$ cat src/rtl/uart_pkg.sv
`default_nettype none
// ----------------------------------------------------------------------------
// uart_pkg: shared UART byte width, character and arbiter state constants
// Revision: 1.0
// ----------------------------------------------------------------------------
package uart_pkg;

  localparam int BYTE_W = 8;

  localparam logic [BYTE_W-1:0] CHAR_CR = 8'h0D;
  localparam logic [BYTE_W-1:0] CHAR_LF = 8'h0A;

  typedef enum logic [1:0] {
    IDLE      = 2'd0,
    ISSUE     = 2'd1,
    WAIT_ACK  = 2'd2,
    WAIT_DONE = 2'd3
  } arb_state_t;

endpackage
`default_nettype wire

$ cat src/rtl/uart_tx_arbiter_if.sv
`default_nettype none
// ----------------------------------------------------------------------------
// uart_tx_arbiter_if: requester handshakes and transmitter link of the arbiter
// Revision: 1.0
// ----------------------------------------------------------------------------
interface uart_tx_arbiter_if;

  logic [uart_pkg::BYTE_W-1:0] req0_data;
  logic                        req0_valid;
  logic                        req0_last;
  logic                        req0_ready;

  logic [uart_pkg::BYTE_W-1:0] req1_data;
  logic                        req1_valid;
  logic                        req1_last;
  logic                        req1_ready;

  logic [uart_pkg::BYTE_W-1:0] tx_data;
  logic                        tx_start;
  logic                        tx_busy;

  logic [1:0]                  grant;
  logic                        timeout_err;

  // Environment side: requesters plus the UART transmitter
  modport master (
    output req0_data, req0_valid, req0_last,
    output req1_data, req1_valid, req1_last,
    output tx_busy,
    input  req0_ready, req1_ready,
    input  tx_data, tx_start, grant, timeout_err
  );

  // Arbiter side
  modport slave (
    input  req0_data, req0_valid, req0_last,
    input  req1_data, req1_valid, req1_last,
    input  tx_busy,
    output req0_ready, req1_ready,
    output tx_data, tx_start, grant, timeout_err
  );

endinterface
`default_nettype wire

$ cat src/rtl/rr_arb2.sv
`default_nettype none
// ----------------------------------------------------------------------------
// rr_arb2: combinational two-request round-robin pick, rr_ptr wins a tie
// Revision: 1.0
// ----------------------------------------------------------------------------
module rr_arb2 (
  input  logic [1:0] req,
  input  logic       rr_ptr,
  output logic [1:0] gnt
);

  always_comb begin
    gnt = 2'b00;
    case (req)
      2'b01:   gnt = 2'b01;
      2'b10:   gnt = 2'b10;
      2'b11:   gnt = rr_ptr ? 2'b10 : 2'b01;
      default: gnt = 2'b00;
    endcase
  end

endmodule
`default_nettype wire

$ cat src/rtl/uart_tx_arbiter.sv
`default_nettype none
// ----------------------------------------------------------------------------
// uart_tx_arbiter: packet-granular round-robin sharing of one UART transmitter
// Revision: 1.0
// ----------------------------------------------------------------------------
module uart_tx_arbiter
  import uart_pkg::*;
#(
  parameter logic [15:0] HOLD_TIMEOUT = 16'd50000,
  parameter logic [3:0]  ACK_WAIT     = 4'd8
) (
  input  logic               clk,
  input  logic               rst_n,
  uart_tx_arbiter_if.slave   bus
);

  arb_state_t        state_q, state_d;
  logic [1:0]        grant_q, grant_d;
  logic              rr_ptr_q, rr_ptr_d;
  logic [BYTE_W-1:0] tx_data_q, tx_data_d;
  logic              tx_start_q, tx_start_d;
  logic              last_q, last_d;
  logic [15:0]       hold_cnt_q, hold_cnt_d;
  logic [3:0]        ack_cnt_q, ack_cnt_d;
  logic              timeout_err_q, timeout_err_d;

  logic [1:0]        pick;
  logic              ready0, ready1;
  logic              handshake;
  logic              owner_valid;
  logic [BYTE_W-1:0] owner_data;
  logic              owner_last;

  rr_arb2 u_rr_arb2 (
    .req    ({bus.req1_valid, bus.req0_valid}),
    .rr_ptr (rr_ptr_q),
    .gnt    (pick)
  );

  assign ready0      = (state_q == ISSUE) && grant_q[0] && !bus.tx_busy;
  assign ready1      = (state_q == ISSUE) && grant_q[1] && !bus.tx_busy;
  assign handshake   = (bus.req0_valid && ready0) || (bus.req1_valid && ready1);

  assign owner_valid = grant_q[1] ? bus.req1_valid : (grant_q[0] && bus.req0_valid);
  assign owner_data  = grant_q[1] ? bus.req1_data  : bus.req0_data;
  assign owner_last  = grant_q[1] ? bus.req1_last  : bus.req0_last;

  always_comb begin
    state_d       = state_q;
    grant_d       = grant_q;
    rr_ptr_d      = rr_ptr_q;
    tx_data_d     = tx_data_q;
    tx_start_d    = 1'b0;
    last_d        = last_q;
    hold_cnt_d    = hold_cnt_q;
    ack_cnt_d     = ack_cnt_q;
    timeout_err_d = 1'b0;

    case (state_q)
      IDLE: begin
        if (|pick) begin
          grant_d    = pick;
          hold_cnt_d = 16'd0;
          state_d    = ISSUE;
        end
      end

      ISSUE: begin
        if (handshake) begin
          tx_data_d  = owner_data;
          tx_start_d = 1'b1;
          last_d     = owner_last;
          hold_cnt_d = 16'd0;
          ack_cnt_d  = 4'd0;
          state_d    = WAIT_ACK;
        end else if (hold_cnt_q >= HOLD_TIMEOUT - 16'd1) begin
          // Stalled owner: release the grant and hand priority to the other port
          timeout_err_d = 1'b1;
          grant_d       = 2'b00;
          rr_ptr_d      = grant_q[0];
          hold_cnt_d    = 16'd0;
          state_d       = IDLE;
        end else if (!owner_valid && (hold_cnt_q != 16'hFFFF)) begin
          hold_cnt_d = hold_cnt_q + 16'd1;
        end
      end

      WAIT_ACK: begin
        // A transmitter that never raises busy must not deadlock the arbiter
        if (bus.tx_busy || (ack_cnt_q == ACK_WAIT)) begin
          state_d = WAIT_DONE;
        end else begin
          ack_cnt_d = ack_cnt_q + 4'd1;
        end
      end

      WAIT_DONE: begin
        if (!bus.tx_busy) begin
          if (last_q) begin
            grant_d  = 2'b00;
            rr_ptr_d = grant_q[0];
            state_d  = IDLE;
          end else begin
            state_d  = ISSUE;
          end
        end
      end
    endcase
  end

  always_ff @(posedge clk or negedge rst_n) begin
    if (!rst_n) begin
      state_q       <= IDLE;
      grant_q       <= 2'b00;
      rr_ptr_q      <= 1'b0;
      tx_data_q     <= '0;
      tx_start_q    <= 1'b0;
      last_q        <= 1'b0;
      hold_cnt_q    <= 16'd0;
      ack_cnt_q     <= 4'd0;
      timeout_err_q <= 1'b0;
    end else begin
      state_q       <= state_d;
      grant_q       <= grant_d;
      rr_ptr_q      <= rr_ptr_d;
      tx_data_q     <= tx_data_d;
      tx_start_q    <= tx_start_d;
      last_q        <= last_d;
      hold_cnt_q    <= hold_cnt_d;
      ack_cnt_q     <= ack_cnt_d;
      timeout_err_q <= timeout_err_d;
    end
  end

  assign bus.req0_ready  = ready0;
  assign bus.req1_ready  = ready1;
  assign bus.tx_data     = tx_data_q;
  assign bus.tx_start    = tx_start_q;
  assign bus.grant       = grant_q;
  assign bus.timeout_err = timeout_err_q;

endmodule
`default_nettype wire

$ cat src/flat_wrapper.sv
// flat-port wrapper written by rule: the top's interface ports become plain ports
module uart_tx_arbiter_flat import uart_pkg::*;
#(
  parameter logic [15:0] HOLD_TIMEOUT = 16'd50000,
  parameter logic [3:0]  ACK_WAIT     = 4'd8
)
  (clk, rst_n, bus_req0_data, bus_req0_valid, bus_req0_last, bus_req1_data, bus_req1_valid, bus_req1_last, bus_tx_busy, bus_req0_ready, bus_req1_ready, bus_tx_data, bus_tx_start, bus_grant, bus_timeout_err);
  uart_tx_arbiter_if bus_i ();
  input  logic clk;
  input  logic rst_n;
  input wire logic [$bits(bus_i.req0_data)-1:0] bus_req0_data;
  input wire logic [$bits(bus_i.req0_valid)-1:0] bus_req0_valid;
  input wire logic [$bits(bus_i.req0_last)-1:0] bus_req0_last;
  input wire logic [$bits(bus_i.req1_data)-1:0] bus_req1_data;
  input wire logic [$bits(bus_i.req1_valid)-1:0] bus_req1_valid;
  input wire logic [$bits(bus_i.req1_last)-1:0] bus_req1_last;
  input wire logic [$bits(bus_i.tx_busy)-1:0] bus_tx_busy;
  output wire logic [$bits(bus_i.req0_ready)-1:0] bus_req0_ready;
  output wire logic [$bits(bus_i.req1_ready)-1:0] bus_req1_ready;
  output wire logic [$bits(bus_i.tx_data)-1:0] bus_tx_data;
  output wire logic [$bits(bus_i.tx_start)-1:0] bus_tx_start;
  output wire logic [$bits(bus_i.grant)-1:0] bus_grant;
  output wire logic [$bits(bus_i.timeout_err)-1:0] bus_timeout_err;
  assign bus_i.req0_data = bus_req0_data;
  assign bus_i.req0_valid = bus_req0_valid;
  assign bus_i.req0_last = bus_req0_last;
  assign bus_i.req1_data = bus_req1_data;
  assign bus_i.req1_valid = bus_req1_valid;
  assign bus_i.req1_last = bus_req1_last;
  assign bus_i.tx_busy = bus_tx_busy;
  assign bus_req0_ready = bus_i.req0_ready;
  assign bus_req1_ready = bus_i.req1_ready;
  assign bus_tx_data = bus_i.tx_data;
  assign bus_tx_start = bus_i.tx_start;
  assign bus_grant = bus_i.grant;
  assign bus_timeout_err = bus_i.timeout_err;
  uart_tx_arbiter #(.HOLD_TIMEOUT(HOLD_TIMEOUT), .ACK_WAIT(ACK_WAIT)) u_core (.clk(clk), .rst_n(rst_n), .bus(bus_i));
endmodule
$ cat config.mk
export PLATFORM = sky130hd
export DESIGN_NAME = uart_tx_arbiter_flat
export DESIGN_NICKNAME = d
export VERILOG_FILES = /design/src/rtl/uart_pkg.sv /design/src/rtl/uart_tx_arbiter_if.sv /design/src/rtl/rr_arb2.sv /design/src/rtl/uart_tx_arbiter.sv /design/src/flat_wrapper.sv
export SDC_FILE = /design/constraint.sdc
export NUM_CORES = 1
export LEC_CHECK = 0
export BUFFER_PORTS_ARGS = -buffer_cell sky130_fd_sc_hd__buf_2
export CAP_MARGIN = 40
export CORE_MARGIN = 8
export CORE_UTILIZATION = 56
export CTS_CLUSTER_DIAMETER = 200
export DETAILED_ROUTE_END_ITERATION = 6
export PLACE_DENSITY = 0.77
export SYNTH_ARGS = -nofsm -noshare
export SYNTH_HDL_FRONTEND = slang
export SYNTH_SLANG_ARGS = --single-unit
$ cat constraint.sdc
create_clock -name clk -period 2.7 [get_ports clk]
set_clock_uncertainty 0.1 [all_clocks]
set_input_delay 0.135 -clock clk [delete_from_list [all_inputs] [get_ports clk]]
set_output_delay 0.135 -clock clk [all_outputs]
set_load 0.05 [all_outputs]
; ---- Yosys cells after proc, flatten, opt, wreduce, memory -nomap -nowiden
; Index checks and enable logic that the tools add are counted.
[word_totals]
reg_bits = 36
in_bits = 23
output_inout_bits = 14
word_cells = 89
[classes]
add_sub_neg = 2
n_lt_le_gt_ge = 1
eq_ne = 18
n_mux = 35
n_reduce_logical = 24
[ops]
columns = operator, n
row1 = 16-bit two-way mux, 4
row2 = 16-bit case mux with 2 select lines, 1
row3 = 2-bit two-way mux, 10
row4 = "16-bit by 1-bit adder with 16-bit output, second input constant", 1
row5 = "16-bit >= comparator, second input constant", 1
row6 = "16-bit inequality test, second input constant", 1
row7 = 1-bit two-way mux, 12
row8 = 2-bit case mux with 3 select lines, 2
row9 = "2-bit == test, second input constant", 4
row10 = 1-bit logical AND, 8
row11 = 4-bit two-way mux, 2
row12 = 8-bit two-way mux, 1
row13 = "2-bit by 1-bit inequality test with 1-bit output, second input constant", 4
row14 = "2-bit inequality test, second input constant", 4
row15 = 2-bit case mux with 4 select lines, 1
row16 = 4-bit case mux with 2 select lines, 1
row17 = 3-bit AND reduction, 2
row18 = 6-bit AND reduction, 1
row19 = 2-bit nonzero test, 3
row20 = 5-bit AND reduction, 1
row21 = "4-bit by 1-bit adder with 4-bit output, second input constant", 1
row22 = "2-bit by 1-bit == test with 1-bit output, second input constant", 2
row23 = "4-bit == test, second input constant", 1
row24 = "4-bit by 3-bit inequality test with 1-bit output, second input constant", 1
row25 = 9 further kinds, 11

; ---- Longest topological paths before layout
[logic_depth]
ltp_word = 8
mapped_depth = 8

; ---- Cells and area by module
; A second synthesis with hierarchy kept.
[unflattened]
hier_cells = 219
hier_area_um2 = 2059.5
[by_module_without_submodules]
columns = module, instances, cells_each, area_per_inst_um2
row1 = uart_tx_arbiter, 1, 216, 2040.7
row2 = rr_arb2, 1, 3, 18.8

; ---- Worst setup path before layout
; No wires, ideal clock.
[synth_path]
path_type = register -> register
start = register u_core.grant_q[1], in the netlist u_core.bus.grant[1]
end = register u_core.hold_cnt_q[12]
setup_time_ps = 76
arrival_time_ps = 2105
t_required_ps = 2524
path_slack_ps = 419
path_stages_with_launch = 8
path_buffers = 2
path_cell_list = dfrtp_1 > buf_6 > a22oi_4 > o21ai_2 > or3_4 > buf_6 > or4_1 > o21ai_1
[synth_between]
elab_chain_len = 6
elab_cells_between_ends = 11
cone_classes = 1 x eq/ne / 3 x mux / 7 x reduce/logical
[synth_lines]
columns = item, line
row1 = "start, declared", uart_tx_arbiter.sv:18  ; logic [1:0] grant_q, grant_d;
row2 = "start signal, assigned", uart_tx_arbiter.sv:124  ; grant_q <= grant_d;
row3 = 1-bit logical AND (2 in series), uart_tx_arbiter.sv:41  ; assign ready1 = (state_q == ISSUE) && grant_q[1] && !bus.tx_busy;
row4 = 1-bit logical AND, uart_tx_arbiter.sv:42  ; assign handshake = (bus.req0_valid && ready0) || (bus.req1_valid && ready1);
row5 = 1-bit logical OR, uart_tx_arbiter.sv:42
row6 = 4-bit by 3-bit inequality test with 1-bit output (no source line) / 16-bit two-way mux (equally long branches), n/a
row7 = 3-bit AND reduction (no source line) / 16-bit case mux with 2 select lines (equally long branches), n/a
row8 = "end signal, assigned", uart_tx_arbiter.sv:129  ; hold_cnt_q <= hold_cnt_d;
row9 = "end, declared", uart_tx_arbiter.sv:23  ; logic [15:0] hold_cnt_q, hold_cnt_d;
; Parallel ways exist; a longest one is shown, timed or not.
; A chain may end at the register's enable or synchronous reset.

==> flow_summary.yaml <==
run_status:
  status: "finished, final reports clean"
synth:
  ys.flop_type: "dfrtp_1"
  syn_inst: 236
  ys_seq_elements: 36
  synth_top_area_frac: 0.4054
  synth_fp_nets: 267
  async_flop_share: 1.000
  ys_warn_count: 0
  netlist-cell-type-count: 57
  synth_top_cell_by_area: "dfrtp_1"
  synth_edf_count: 0
  syn-cell-area_um2: 2222
  synthTopCellsByArea: "dfrtp_1 41%, mux2i_1 5.0%, ha_1 4.5%"
  synth_seq_area_share: 0.4054
  avgSynthCellArea_um2: 9.416
layout:
  drive_above_1_share: 0.2347
  fin_area_um2: 2556
  areaGrowthSynthToFinish_pct: 15.03
  fillCellCount: 342
  num_antenna_cells: 0
  fin_cells: 327
  final_nets: 307
clock_tree:
  clk_path_buf_depth: 2
  cts.sinks: 36
  cts_tree: "done"
  cts_made_buffers: 5
  clkLatencyLatePin_ns: 0.29
  htreeDepth: 2
  clockRootBuffer: "clkbuf_8"
  path_clk_slew_ns: 0.07
sta:
  finalCriticalPeriod_ns: 2.392
  fmax_mhz: 418.0
  post-route-period-util: 0.8860
  slew_viol_final: 0
  setup_viol: 0
  tns_ns: 0
  max_slew_margin: 0.4710
  rsz0062_at_grt: "no"
  hold_ws_ns: 0.03856
  tightest_slew_ns: 0.7935
  hold_violations: 0
die:
  rows: 23
  initial_core_util: 0.5678
  io_pins: 37
  dieArea_um2: 6239
  core_um2: 3914
  dieHeight_um: 78.99
  die_width_um: 78.99
place:
  dp.cells: 318
  io_buffers: 36
  gp_congestion: 0.9279
  dp.final_hpwl_mm: 3.883
  placed_cell_area_um2: 2456
power:
  leakagePower_nw: 1.185
  power-per-cell-area_nw_per_um2: 372.9
  power_mw: 0.9533
  vdd_drop_max_mv: 0.2874
critical_path:
  cp-startpoint: "u_core.hold_cnt_q[0]$_DFFE_PN0P_"
  ff2ff_setup_slack_ns: 0.31
  critPathRequiredTime_ns: 2.78
  endpoint_kind: "flip-flop"
  path_class: "reg2reg"
  r2r_cells: 7
  timing.rr.start: "u_core.hold_cnt_q[0]$_DFFE_PN0P_"
  start_kind: "flip-flop"
  crit_arrival_ns: 2.47
  path_max_fanout: 10
grt:
  overflow: 0
  antenna_found_initial: 0
  grt_max_degree: 37
  track_usage: 0.1791
  grt_pass1_vias: 1981
  grt_pass1_wl_mm: 9.142
worst_hold_path:
  hp-start: "bus_req0_data[6]"
  min_path_type: "in2reg"
routing:
  wire_per_inst_um: 15.95
  ant_nets: 0
  drt_first_pass_iters: 4
  wirelength_mm: 5.216
  viasPerCell: 5.896
  drc: 0
  drt_iter0_markers: 126
  vias: 1928
job:
  drv_cap: 0
[report_power, final]
part           internal [mW]  total (mW)  switching, mW
clock                  0.180       0.377          0.198
sequential             0.539       0.539              0
combinational         0.0155      0.0371         0.0216
total                  0.734       0.953          0.219
[critical path: stages, from the launching register on]
cell and delay, ns:
dfrtp_1 0.41, ha_1 0.25, nand3_2 0.14, a2111oi_4 0.37, nor3_1 0.12, buf_4 0.19, nor3_1 0.32, mux2_2 0.38
[stage by stage]
stage | worst slack [ns] | util
final | 0.3079 | 0.6531
after CTS | 0.2022 | 0.6525
after detailed placement | 0.2094 | 0.6276
after global placement | 0.3208 | 0.6276
after floorplan | 0.4190 | -
after global routing | 0.1082 | 0.6531
[how the worst min path moves through the flow]
| stage | end | slack, ns | depth (start not counted) |
|---|---|---|---|
| floorplan | async pin | -0.26 | 0 |
| global placement | u_core.hold_cnt_q[0]$_DFFE_PN0P_ | 0.16 | 1 |
| detailed placement | u_core.hold_cnt_q[0]$_DFFE_PN0P_ | 0.16 | 1 |
| CTS | u_core.bus.tx_data[0]$_DFFE_PN0P_ | 0.03 | 3 |
| global route | u_core.bus.tx_data[7]$_DFFE_PN0P_ | 0.05 | 3 |
| finish | u_core.bus.tx_data[6]$_DFFE_PN0P_ | 0.04 | 3 |
[cells in the mapped netlist, types with 2 or more instances]
cell	instances
dfrtp_1	36
nor2_1	25
a21oi_1	14
nand2_1	14
inv_1	13
o21ai_0	12
mux2i_1	11
ha_1	8
nand3_1	7
nor3_1	7
nand4_1	6
clkbuf_1	5
a211oi_1	4
mux2_2	4
o211ai_1	4
o31ai_1	4
a22o_1	3
and2_1	3
nand2b_1	3
nand4b_1	3
o22ai_1	3
a2111o_1	2
a211o_1	2
a2bb2oi_1	2
a31oi_1	2
and3_1	2
and3b_1	2
buf_2	2
buf_6	2
nor3b_1	2
nor4_1	2
or4_1	2
[final cells by class]
type	count	area, um^2	share of cell area
Inverter	13	48.80	0.01909
Sequential cell	36	900.9	0.3524
Clock inverter	3	18.77	0.007342
Timing Repair Buffer	43	235.2	0.09202
Tap cell	50	62.56	0.02447
Clock buffer	5	68.82	0.02692
Multi-Input combinational cell	177	1221	0.4777
[timing repair]
action | in CTS | in global routing
gates resized for setup | 0 | 1
setup endpoints to repair | 0 | 2
endpoints found under the hold margin | 36 | 0
buffers inserted | 0 | 0
hold buffers | 1 | 0
[registers in the layout, summed over array words and instances (netlist names), named ones only]
name	cells
u_core.bus.tx_data	8
u_core.bus.tx_start	1
u_core.state_q	1
u_core.rr_ptr_q	1
u_core.bus.grant	2
u_core.last_q	1
u_core.ack_cnt_q	4
u_core.hold_cnt_q	16
u_core.bus.timeout_err	1
[per-layer routing]
layer	part of all wire	wire length (um)	track usage	vias up
met5	0	0	0	-
met4	0.012	61	0.05370	0
met3	0.036	190	0.04966	5
met2	0.51	2635	0.3139	36
met1	0.45	2329	0.2066	926
li1	-	-	-	961
[cell families after synthesis]
| group | after synthesis | share of synthesized area |
|---|---|---|
| compound gates | 66 | 0.2179 |
| fa+ha+maj | 8 | 0.04505 |
| buf+inv | 23 | 0.04843 |
| flops | 36 | 0.4054 |
| mux | 15 | 0.06982 |
| simple gates | 88 | 0.2134 |
[cell usage in the layout, fill, tap and decap left out, types with 2 or more instances in the layout]
cell | netlist | routed
dfrtp_1 | 36 | 36
buf_2 | 2 | 36
nor2_1 | 25 | 24
nand2_1 | 14 | 14
a21oi_1 | 14 | 14
inv_1 | 13 | 13
o21ai_0 | 12 | 12
mux2i_1 | 11 | 11
ha_1 | 8 | 8
nand3_1 | 7 | 7
nor3_1 | 7 | 7
nand4_1 | 6 | 6
buf_4 | 1 | 6
clkbuf_8 | 0 | 5
o211ai_1 | 4 | 4
o31ai_1 | 4 | 4
mux2_2 | 4 | 4
a211oi_1 | 4 | 4
and2_1 | 3 | 3
nand4b_1 | 3 | 3
nand2b_1 | 3 | 3
a22o_1 | 3 | 3
o22ai_1 | 3 | 3
and3b_1 | 2 | 2
nor4_1 | 2 | 2
and3_1 | 2 | 2
a31oi_1 | 2 | 2
a2bb2oi_1 | 2 | 2
or4_1 | 2 | 2
a211o_1 | 2 | 2
a2111o_1 | 2 | 2
clkinv_2 | 0 | 2
(Power assumes the default switching activity.)
